==> src/rtl/ch0re_fetch_if.sv <==
// ch0re fetch-stage port bundle: imem request/grant/response, redirect,
// and the {instr, pc} valid/stall handshake toward decode.
interface ch0re_fetch_if;
  logic        o_imem_req;
  logic [63:0] o_imem_addr;
  logic        i_imem_gnt;
  logic        i_imem_rvalid;
  logic [31:0] i_imem_rdata;
  logic        i_redirect;
  logic [63:0] i_redirect_pc;
  logic        i_stall;
  logic        o_valid;
  logic [31:0] o_instr;
  logic [63:0] o_pc;
  logic        o_misaligned;

  modport master (
    output o_imem_req, o_imem_addr,
    output o_valid, o_instr, o_pc, o_misaligned,
    input  i_imem_gnt, i_imem_rvalid, i_imem_rdata,
    input  i_redirect, i_redirect_pc, i_stall
  );

  modport slave (
    input  o_imem_req, o_imem_addr,
    input  o_valid, o_instr, o_pc, o_misaligned,
    output i_imem_gnt, i_imem_rvalid, i_imem_rdata,
    output i_redirect, i_redirect_pc, i_stall
  );
endinterface

==> src/rtl/ch0re_fetch.sv <==
// ch0re instruction fetch: PC, one outstanding imem fetch, small FIFO to decode.
// Ports: clk, rst_n (sync, active low), bus (ch0re_fetch_if.master).
module ch0re_fetch #(
  parameter logic [63:0] RESET_PC   = 64'h0,
  parameter int          IBUF_DEPTH = 2
) (
  input logic          clk,
  input logic          rst_n,
  ch0re_fetch_if.master bus
);

  localparam int AW = $clog2(IBUF_DEPTH);
  localparam int CW = AW + 1;

  typedef enum logic [2:0] {
    S_IDLE, S_REQ, S_WAIT, S_DROP, S_HALT
  } state_t;

  state_t        st, st_nx;
  logic [63:0]   pc, pc_nx;
  logic [63:0]   req_pc, req_pc_nx;
  logic [CW-1:0] count;
  logic [CW-1:0] after;
  logic [AW-1:0] wr_ptr, rd_ptr;

  logic [31:0]   q_instr [IBUF_DEPTH];
  logic [63:0]   q_pc    [IBUF_DEPTH];
  logic          q_mis   [IBUF_DEPTH];

  logic          push, pop, flush;
  logic          room, empty, inflight;
  logic [31:0]   push_instr;
  logic [63:0]   push_pc;
  logic          push_mis;
  logic          req;

  assign empty = (count == '0);
  assign pop   = !empty && !bus.i_stall;

  // An in-flight fetch already owns a buffer slot.
  assign room = (count + CW'(st == S_WAIT)) < CW'(IBUF_DEPTH);

  // Occupancy once this cycle's response lands and head drains.
  assign after = count + CW'(1) - CW'(pop);

  assign inflight =
    (st == S_WAIT && !bus.i_imem_rvalid) ||
    (st == S_REQ  &&  bus.i_imem_gnt)    ||
    (st == S_DROP && !bus.i_imem_rvalid);

  always_comb begin
    st_nx      = st;
    pc_nx      = pc;
    req_pc_nx  = req_pc;
    push       = 1'b0;
    push_instr = '0;
    push_pc    = '0;
    push_mis   = 1'b0;
    flush      = 1'b0;
    req        = 1'b0;
    unique case (st)
      S_IDLE: begin
        if (room) begin
          if (pc[1:0] == 2'b00) begin
            st_nx = S_REQ;
          end else begin
            push     = 1'b1;
            push_pc  = pc;
            push_mis = 1'b1;
            st_nx    = S_HALT;
          end
        end
      end
      S_REQ: begin
        req = 1'b1;
        if (bus.i_imem_gnt) begin
          req_pc_nx = pc;
          pc_nx     = pc + 64'd4;
          st_nx     = S_WAIT;
        end
      end
      S_WAIT: begin
        if (bus.i_imem_rvalid) begin
          push       = 1'b1;
          push_instr = bus.i_imem_rdata;
          push_pc    = req_pc;
          st_nx = (after < CW'(IBUF_DEPTH)) ? S_REQ : S_IDLE;
        end
      end
      S_DROP: begin
        if (bus.i_imem_rvalid) st_nx = S_IDLE;
      end
      S_HALT: begin
        st_nx = S_HALT;
      end
      default: st_nx = S_IDLE;
    endcase
    if (bus.i_redirect) begin
      flush = 1'b1;
      push  = 1'b0;
      pc_nx = bus.i_redirect_pc;
      st_nx = inflight ? S_DROP : S_IDLE;
    end
  end

  always_ff @(posedge clk) begin
    if (!rst_n) begin
      st     <= S_IDLE;
      pc     <= RESET_PC;
      req_pc <= '0;
      count  <= '0;
      wr_ptr <= '0;
      rd_ptr <= '0;
    end else begin
      st     <= st_nx;
      pc     <= pc_nx;
      req_pc <= req_pc_nx;
      if (flush) begin
        count  <= '0;
        wr_ptr <= '0;
        rd_ptr <= '0;
      end else begin
        if (push) wr_ptr <= wr_ptr + AW'(1);
        if (pop)  rd_ptr <= rd_ptr + AW'(1);
        count <= count + CW'(push) - CW'(pop);
      end
    end
  end

  // Storage needs no reset; outputs are gated by occupancy.
  always_ff @(posedge clk) begin
    if (push && !flush) begin
      q_instr[wr_ptr] <= push_instr;
      q_pc[wr_ptr]    <= push_pc;
      q_mis[wr_ptr]   <= push_mis;
    end
  end

  assign bus.o_imem_req   = req;
  assign bus.o_imem_addr  = pc;
  assign bus.o_valid      = !empty;
  assign bus.o_instr      = empty ? 32'h0 : q_instr[rd_ptr];
  assign bus.o_pc         = empty ? 64'h0 : q_pc[rd_ptr];
  assign bus.o_misaligned = empty ? 1'b0  : q_mis[rd_ptr];

endmodule

==> src/flat_wrapper.sv <==
// flat-port wrapper written by rule: the top's interface ports become plain ports
module ch0re_fetch_flat 
#(
  parameter logic [63:0] RESET_PC   = 64'h0,
  parameter int          IBUF_DEPTH = 2
)
  (clk, rst_n, bus_o_imem_req, bus_o_imem_addr, bus_o_valid, bus_o_instr, bus_o_pc, bus_o_misaligned, bus_i_imem_gnt, bus_i_imem_rvalid, bus_i_imem_rdata, bus_i_redirect, bus_i_redirect_pc, bus_i_stall);
  ch0re_fetch_if bus_i ();
  input logic clk;
  input logic rst_n;
  output wire logic [$bits(bus_i.o_imem_req)-1:0] bus_o_imem_req;
  output wire logic [$bits(bus_i.o_imem_addr)-1:0] bus_o_imem_addr;
  output wire logic [$bits(bus_i.o_valid)-1:0] bus_o_valid;
  output wire logic [$bits(bus_i.o_instr)-1:0] bus_o_instr;
  output wire logic [$bits(bus_i.o_pc)-1:0] bus_o_pc;
  output wire logic [$bits(bus_i.o_misaligned)-1:0] bus_o_misaligned;
  input wire logic [$bits(bus_i.i_imem_gnt)-1:0] bus_i_imem_gnt;
  input wire logic [$bits(bus_i.i_imem_rvalid)-1:0] bus_i_imem_rvalid;
  input wire logic [$bits(bus_i.i_imem_rdata)-1:0] bus_i_imem_rdata;
  input wire logic [$bits(bus_i.i_redirect)-1:0] bus_i_redirect;
  input wire logic [$bits(bus_i.i_redirect_pc)-1:0] bus_i_redirect_pc;
  input wire logic [$bits(bus_i.i_stall)-1:0] bus_i_stall;
  assign bus_o_imem_req = bus_i.o_imem_req;
  assign bus_o_imem_addr = bus_i.o_imem_addr;
  assign bus_o_valid = bus_i.o_valid;
  assign bus_o_instr = bus_i.o_instr;
  assign bus_o_pc = bus_i.o_pc;
  assign bus_o_misaligned = bus_i.o_misaligned;
  assign bus_i.i_imem_gnt = bus_i_imem_gnt;
  assign bus_i.i_imem_rvalid = bus_i_imem_rvalid;
  assign bus_i.i_imem_rdata = bus_i_imem_rdata;
  assign bus_i.i_redirect = bus_i_redirect;
  assign bus_i.i_redirect_pc = bus_i_redirect_pc;
  assign bus_i.i_stall = bus_i_stall;
  ch0re_fetch #(.RESET_PC(RESET_PC), .IBUF_DEPTH(IBUF_DEPTH)) u_core (.clk(clk), .rst_n(rst_n), .bus(bus_i));
endmodule
==> config.mk <==
export PLATFORM = sky130hd
export DESIGN_NAME = ch0re_fetch_flat
export DESIGN_NICKNAME = d
export VERILOG_FILES = /design/src/rtl/ch0re_fetch_if.sv /design/src/rtl/ch0re_fetch.sv /design/src/flat_wrapper.sv
export SDC_FILE = /design/constraint.sdc
export NUM_CORES = 1
export LEC_CHECK = 0
export CAP_MARGIN = 20
export CORE_AREA = 2 2 172 174
export DETAILED_ROUTE_END_ITERATION = 8
export DIE_AREA = 0 0 174 176
export GPL_TIMING_DRIVEN = 1
export PLACE_DENSITY = 0.8
export SETUP_SLACK_MARGIN = 0.2
export SLEW_MARGIN = 20
export SYNTH_ARGS = -nofsm -noshare
export SYNTH_HDL_FRONTEND = slang
export SYNTH_SLANG_ARGS = --single-unit
==> constraint.sdc <==
create_clock -name clk -period 8.3 [get_ports clk]
set_input_delay 2.075 -clock clk [delete_from_list [all_inputs] [get_ports clk]]
set_output_delay 2.075 -clock clk [all_outputs]
set_load 0.02 [all_outputs]
==> results.txt <==
- The flow ran to the end, and the final reports show no timing, DRC or antenna violations.
- The worst setup path is captured at an output port.
- In the synthesized netlist, the number of instances is 1403.
* Sum Neg Setup Slack: 0 ps
* Number of maximum-capacitance constraint violations: 0
* Share of the synthesized area in compound gates (AO/OA/AOI/OAI): 12.8%
- Global routing consumed, over all layers together, 25.6% of the routing resources.
* Count of cells resized by post-cts repair: 0
- After the last flow step, the layout net total stands at 1701.
- Number of max-slew violations in the final report: 0
* Placer Congestion: 0.857
- Share of the yosys chip area belonging to registers: 56.7%
* Number of buffers created by CTS: 35
- Maximum buffer depth of the clock tree: 3
* Critical register-to-register path endpoint: u_core.bus.o_imem_addr[44]
- For this design the static power due to leakage is 6.19 nW.
- Instance area at placement: 0.0178 mm2
- During placement, the flow inserted port buffers numbering 264.
* Class of the tightest hold or removal check: register to register
* WL final: 40600 um
* Summed area of non-filler cells in the final layout: 0.0189 mm2
- Setup slack on the worst reg-to-reg path comes out at 4860 ps.
- Average cell area after synthesis: 10.7 um2
- Global-route wire length before repair: 62300 um
* Capture point of the critical path: bus_o_instr[4]
* Max-slew headroom: 25.8%
- For this run, the slowest stage of the critical path takes 1070 ps.
* Relative area change from synthesis to final layout: 25.7%
- 265 I/O pins were placed.
- Of the total synthesized cell area, the portion taken by AND, OR, NAND and NOR gates is 17.8%.
- Summing the areas of all fa, ha and maj instances in the mapped netlist gives 0.332% of the synthesized area.
* Antenna violations before repair: 2
* Final critical-path share of the clock period: 65.2%
* Post-detailed-route via-to-cell ratio: 5.87
- Summed over all nets, the half-perimeter wirelength after detailed placement is 25800 um.
- Entering global routing, the biggest net connects 97 pins.
* Layout fillers: 2178
* Power density over the cells: 201 mW/mm2
* Worst Path Max Fanout: 56
- The tree is rooted in a sky130_fd_sc_hd__clkbuf_16.
* Combined buffer and inverter count along the critical path: 2
- TritonCTS built the clock tree.
* Placeable core area: 0.0285 mm2
* Worst reg2reg startpoint: u_core.st[0]
- The most used flip-flop cell after synthesis is sky130_fd_sc_hd__edfxtp_1.
- Number of H-tree levels: 2
- Summing every instance area after synthesis gives 0.0151 mm2.
- Number of buffers inserted by hold repair at cts: 0
* Arrival time reported for the critical path endpoint: 3340 ps
- Required time of the critical path: 6230 ps
- The portion of synthesized area spent on multiplexers is 6.58%.
- Area share of xor/xnor cells in the synthesized design: 2.21%
- The slowest stage of the critical path belongs to the cell sky130_fd_sc_hd__dfxtp_4.
- Worst-Margin Slew: 1110 ps
* Worst setup path class: register to output port
- Kind of start point of the critical path: register
- After synthesis, the largest family of logic cells by area is simple AND/OR/NAND/NOR gates.
- After synthesis, the share of flip-flops with an asynchronous set or reset is 0%.
* Overflow left after global routing: 0
- Setup-failing EPs final: 0
* Unrepaired setup endpoints after global routing: false
- The initial utilization of the core area, before any placement, comes to 52.8%.
* Family with the most delay on the worst path: buffers and inverters
- Across the routed clock network, the largest skew measured is 19.7 ps.
* Mean routed wirelength per cell: 20.2 um
- The initialized floorplan defines 62 standard-cell rows.
* Clock insertion delay at the later pin of the skew report: 500 ps
* Number of DRC markers after the initial detailed-route iteration: 1157
- Measured along the y axis, the die boundary spans 176 um.
- Fmax: 185 MHz
- Synthesized Nets: 1509
- Setup Buffers After CTS: 0
- The die covers 0.0306 mm2.
- Yosys mapped a number of flops with a built-in enable equal to 194.
- Peak ir drop on the vdd network: 121 uV
- Flops & latches, synth: 330
- The floorplan step set the die width to 174 um.
* Clock transition at the registers of the reported paths: 60 ps
- Series of cell instances along the critical path: buf_4 -> mux2i_1 -> nor2_1 -> clkdlybuf4s50_1
* Final count of hold timing violations: 0
- WP depth: 4
- The synthesized netlist contains 59 unique library cells.
* Via count of the first global-routing pass: 11200
- Yosys printed 0 warnings.
- Number of design rule violations left after detail routing: 0
- The post-route netlist has 5.06% of its cells at a drive strength greater than 1.
* Final Critical Period: 5420 ps
- Sink count of the clock tree: 330
- 1st-pass router iterations: 6
* R2r worst-path depth: 5
- Via count: 11800
* Residual antenna-violating net count after detailed routing: 0
-- worst min path at each step --
stage                       from                 to  slack, ps  depth (start not counted)
4_1_cts        u_core.req_pc[32]  u_core.req_pc[32]        470                          2
3_5_place_dp   u_core.req_pc[17]  u_core.req_pc[17]        460                          2
6_report        u_core.req_pc[3]   u_core.req_pc[3]        470                          2
3_3_place_gp   u_core.req_pc[55]  u_core.req_pc[55]        450                          2
5_1_grt         u_core.req_pc[6]   u_core.req_pc[6]        480                          2
2_1_floorplan   u_core.req_pc[0]   u_core.req_pc[0]        440                          2
-- worst reg2reg max path, stage by stage, from the launching register on --
cell and delay, ps:
sky130_fd_sc_hd__dfxtp_1 580, sky130_fd_sc_hd__and4bb_4 990, sky130_fd_sc_hd__and2_1 680, sky130_fd_sc_hd__nand3_1 350
sky130_fd_sc_hd__or4_1 590, sky130_fd_sc_hd__a31oi_1 180
-- layout by cell type (no fill, tap or decap), drive strengths merged, types with 3 or more instances in the layout --
master	count
a211oi	4
clkbuf	50
nor4b	3
nand2	180
nor2	120
a21oi	30
and2	43
xor2	8
nand3b	3
a21boi	65
o21ai	55
mux2i	99
or2	4
ha	4
nor2b	5
buf	12
o31ai	9
nand3	41
edfxtp	194
or3	7
and3	19
nand4	29
and4	8
nor4	24
or4	14
clkdlybuf4s50	262
nor3	18
a211o	4
dfxtp	136
o211ai	5
a22o	65
o21a	3
inv	11
a31oi	11
o211a	10
bufinv	3
nand2b	9
clkinv	10
xnor2	30
-- per-stage QoR --
stage	power, mW	utilization [%]	hold WS, ps	std cells	setup slack, ps
CTS	3.83	66.3	467	2005	2830
floorplan	2.12	-	444	1403	574
global placement	2.32	62.4	450	1942	3050
finish	3.81	66.3	466	2007	2880
detailed placement	2.33	62.4	459	1942	2930
global route	3.93	66.3	483	2005	2710
-- power by group --
group | switching [mW] | leakage (nW) | total [mW] | internal [mW]
logic | 0.236 | 2.77 | 0.427 | 0.190
clock network | 0.605 | 0.536 | 1.52 | 0.910
registers | 0.0696 | 2.87 | 1.87 | 1.80
total | 0.911 | 6.19 | 3.81 | 2.90
-- layout make-up --
type,count,area (um2),share of cell area (%)
tap,384,480,2.54
sequential,330,8550,45.2
inverter,11,41.3,0.218
clock inverter,13,131,0.694
multi-input combinational,943,6030,31.8
antenna,2,5.00,0.0264
clock buffer,50,975,5.15
timing repair buffer,274,2730,14.4
-- logic make-up after synthesis --
family,after synthesis
AND/OR/NAND/NOR,531
adder cells (fa/ha/maj),4
buffers and inverters,130
multiplexers,99
XOR/XNOR,38
flip-flops,330
AO/OA/AOI/OAI,271
-- layer usage --
| metal | up-vias | wire length [um] | global-route usage [%] | share of wire [%] |
|---|---|---|---|---|
| li1 | 5488 | - | - | - |
| met1 | 5640 | 16900 | 34.6 | 42 |
| met2 | 575 | 19300 | 42.3 | 47 |
| met3 | 69 | 3660 | 5.81 | 9.0 |
| met4 | 0 | 790 | 6.02 | 1.9 |
| met5 | - | 0 | 0 | 0 |
-- synth_stat cells (9+ instances only) --
library cell               instances  area [um2]
sky130_fd_sc_hd__a31oi_1          11        68.8
sky130_fd_sc_hd__buf_1            24        90.1
sky130_fd_sc_hd__nor2_1          120         450
sky130_fd_sc_hd__and2_1           42         263
sky130_fd_sc_hd__xnor2_1          30         263
sky130_fd_sc_hd__clkbuf_1         79         297
sky130_fd_sc_hd__nand2b_1          9        56.3
sky130_fd_sc_hd__edfxtp_1        194        5830
sky130_fd_sc_hd__o211a_1          10         100
sky130_fd_sc_hd__a22o_1           65         569
sky130_fd_sc_hd__o31ai_1           9        67.6
sky130_fd_sc_hd__nor4_1           16         100
sky130_fd_sc_hd__dfxtp_1         136        2720
sky130_fd_sc_hd__nand2_1         180         676
sky130_fd_sc_hd__or4_1            11        82.6
sky130_fd_sc_hd__nand3_1          41         205
sky130_fd_sc_hd__nor3_1           17        85.1
sky130_fd_sc_hd__o21ai_0          55         275
sky130_fd_sc_hd__inv_1            10        37.5
sky130_fd_sc_hd__a21boi_0         65         488
sky130_fd_sc_hd__a21oi_1          30         150
sky130_fd_sc_hd__buf_2            10        50.1
sky130_fd_sc_hd__and3_1           19         119
sky130_fd_sc_hd__mux2i_1          99         991
sky130_fd_sc_hd__nand4_1          27         169
-- flip-flops by register name (all words and copies together) (netlist names), named ones only --
register,flops
u_core.q_pc,128
u_core.bus.o_imem_addr,64
u_core.q_instr,64
u_core.req_pc,64
u_core.st,3
u_core.count,2
u_core.q_mis,2
u_core.rd_ptr,1
u_core.wr_ptr,1
Note: power is estimated with default switching activity, not from simulation.
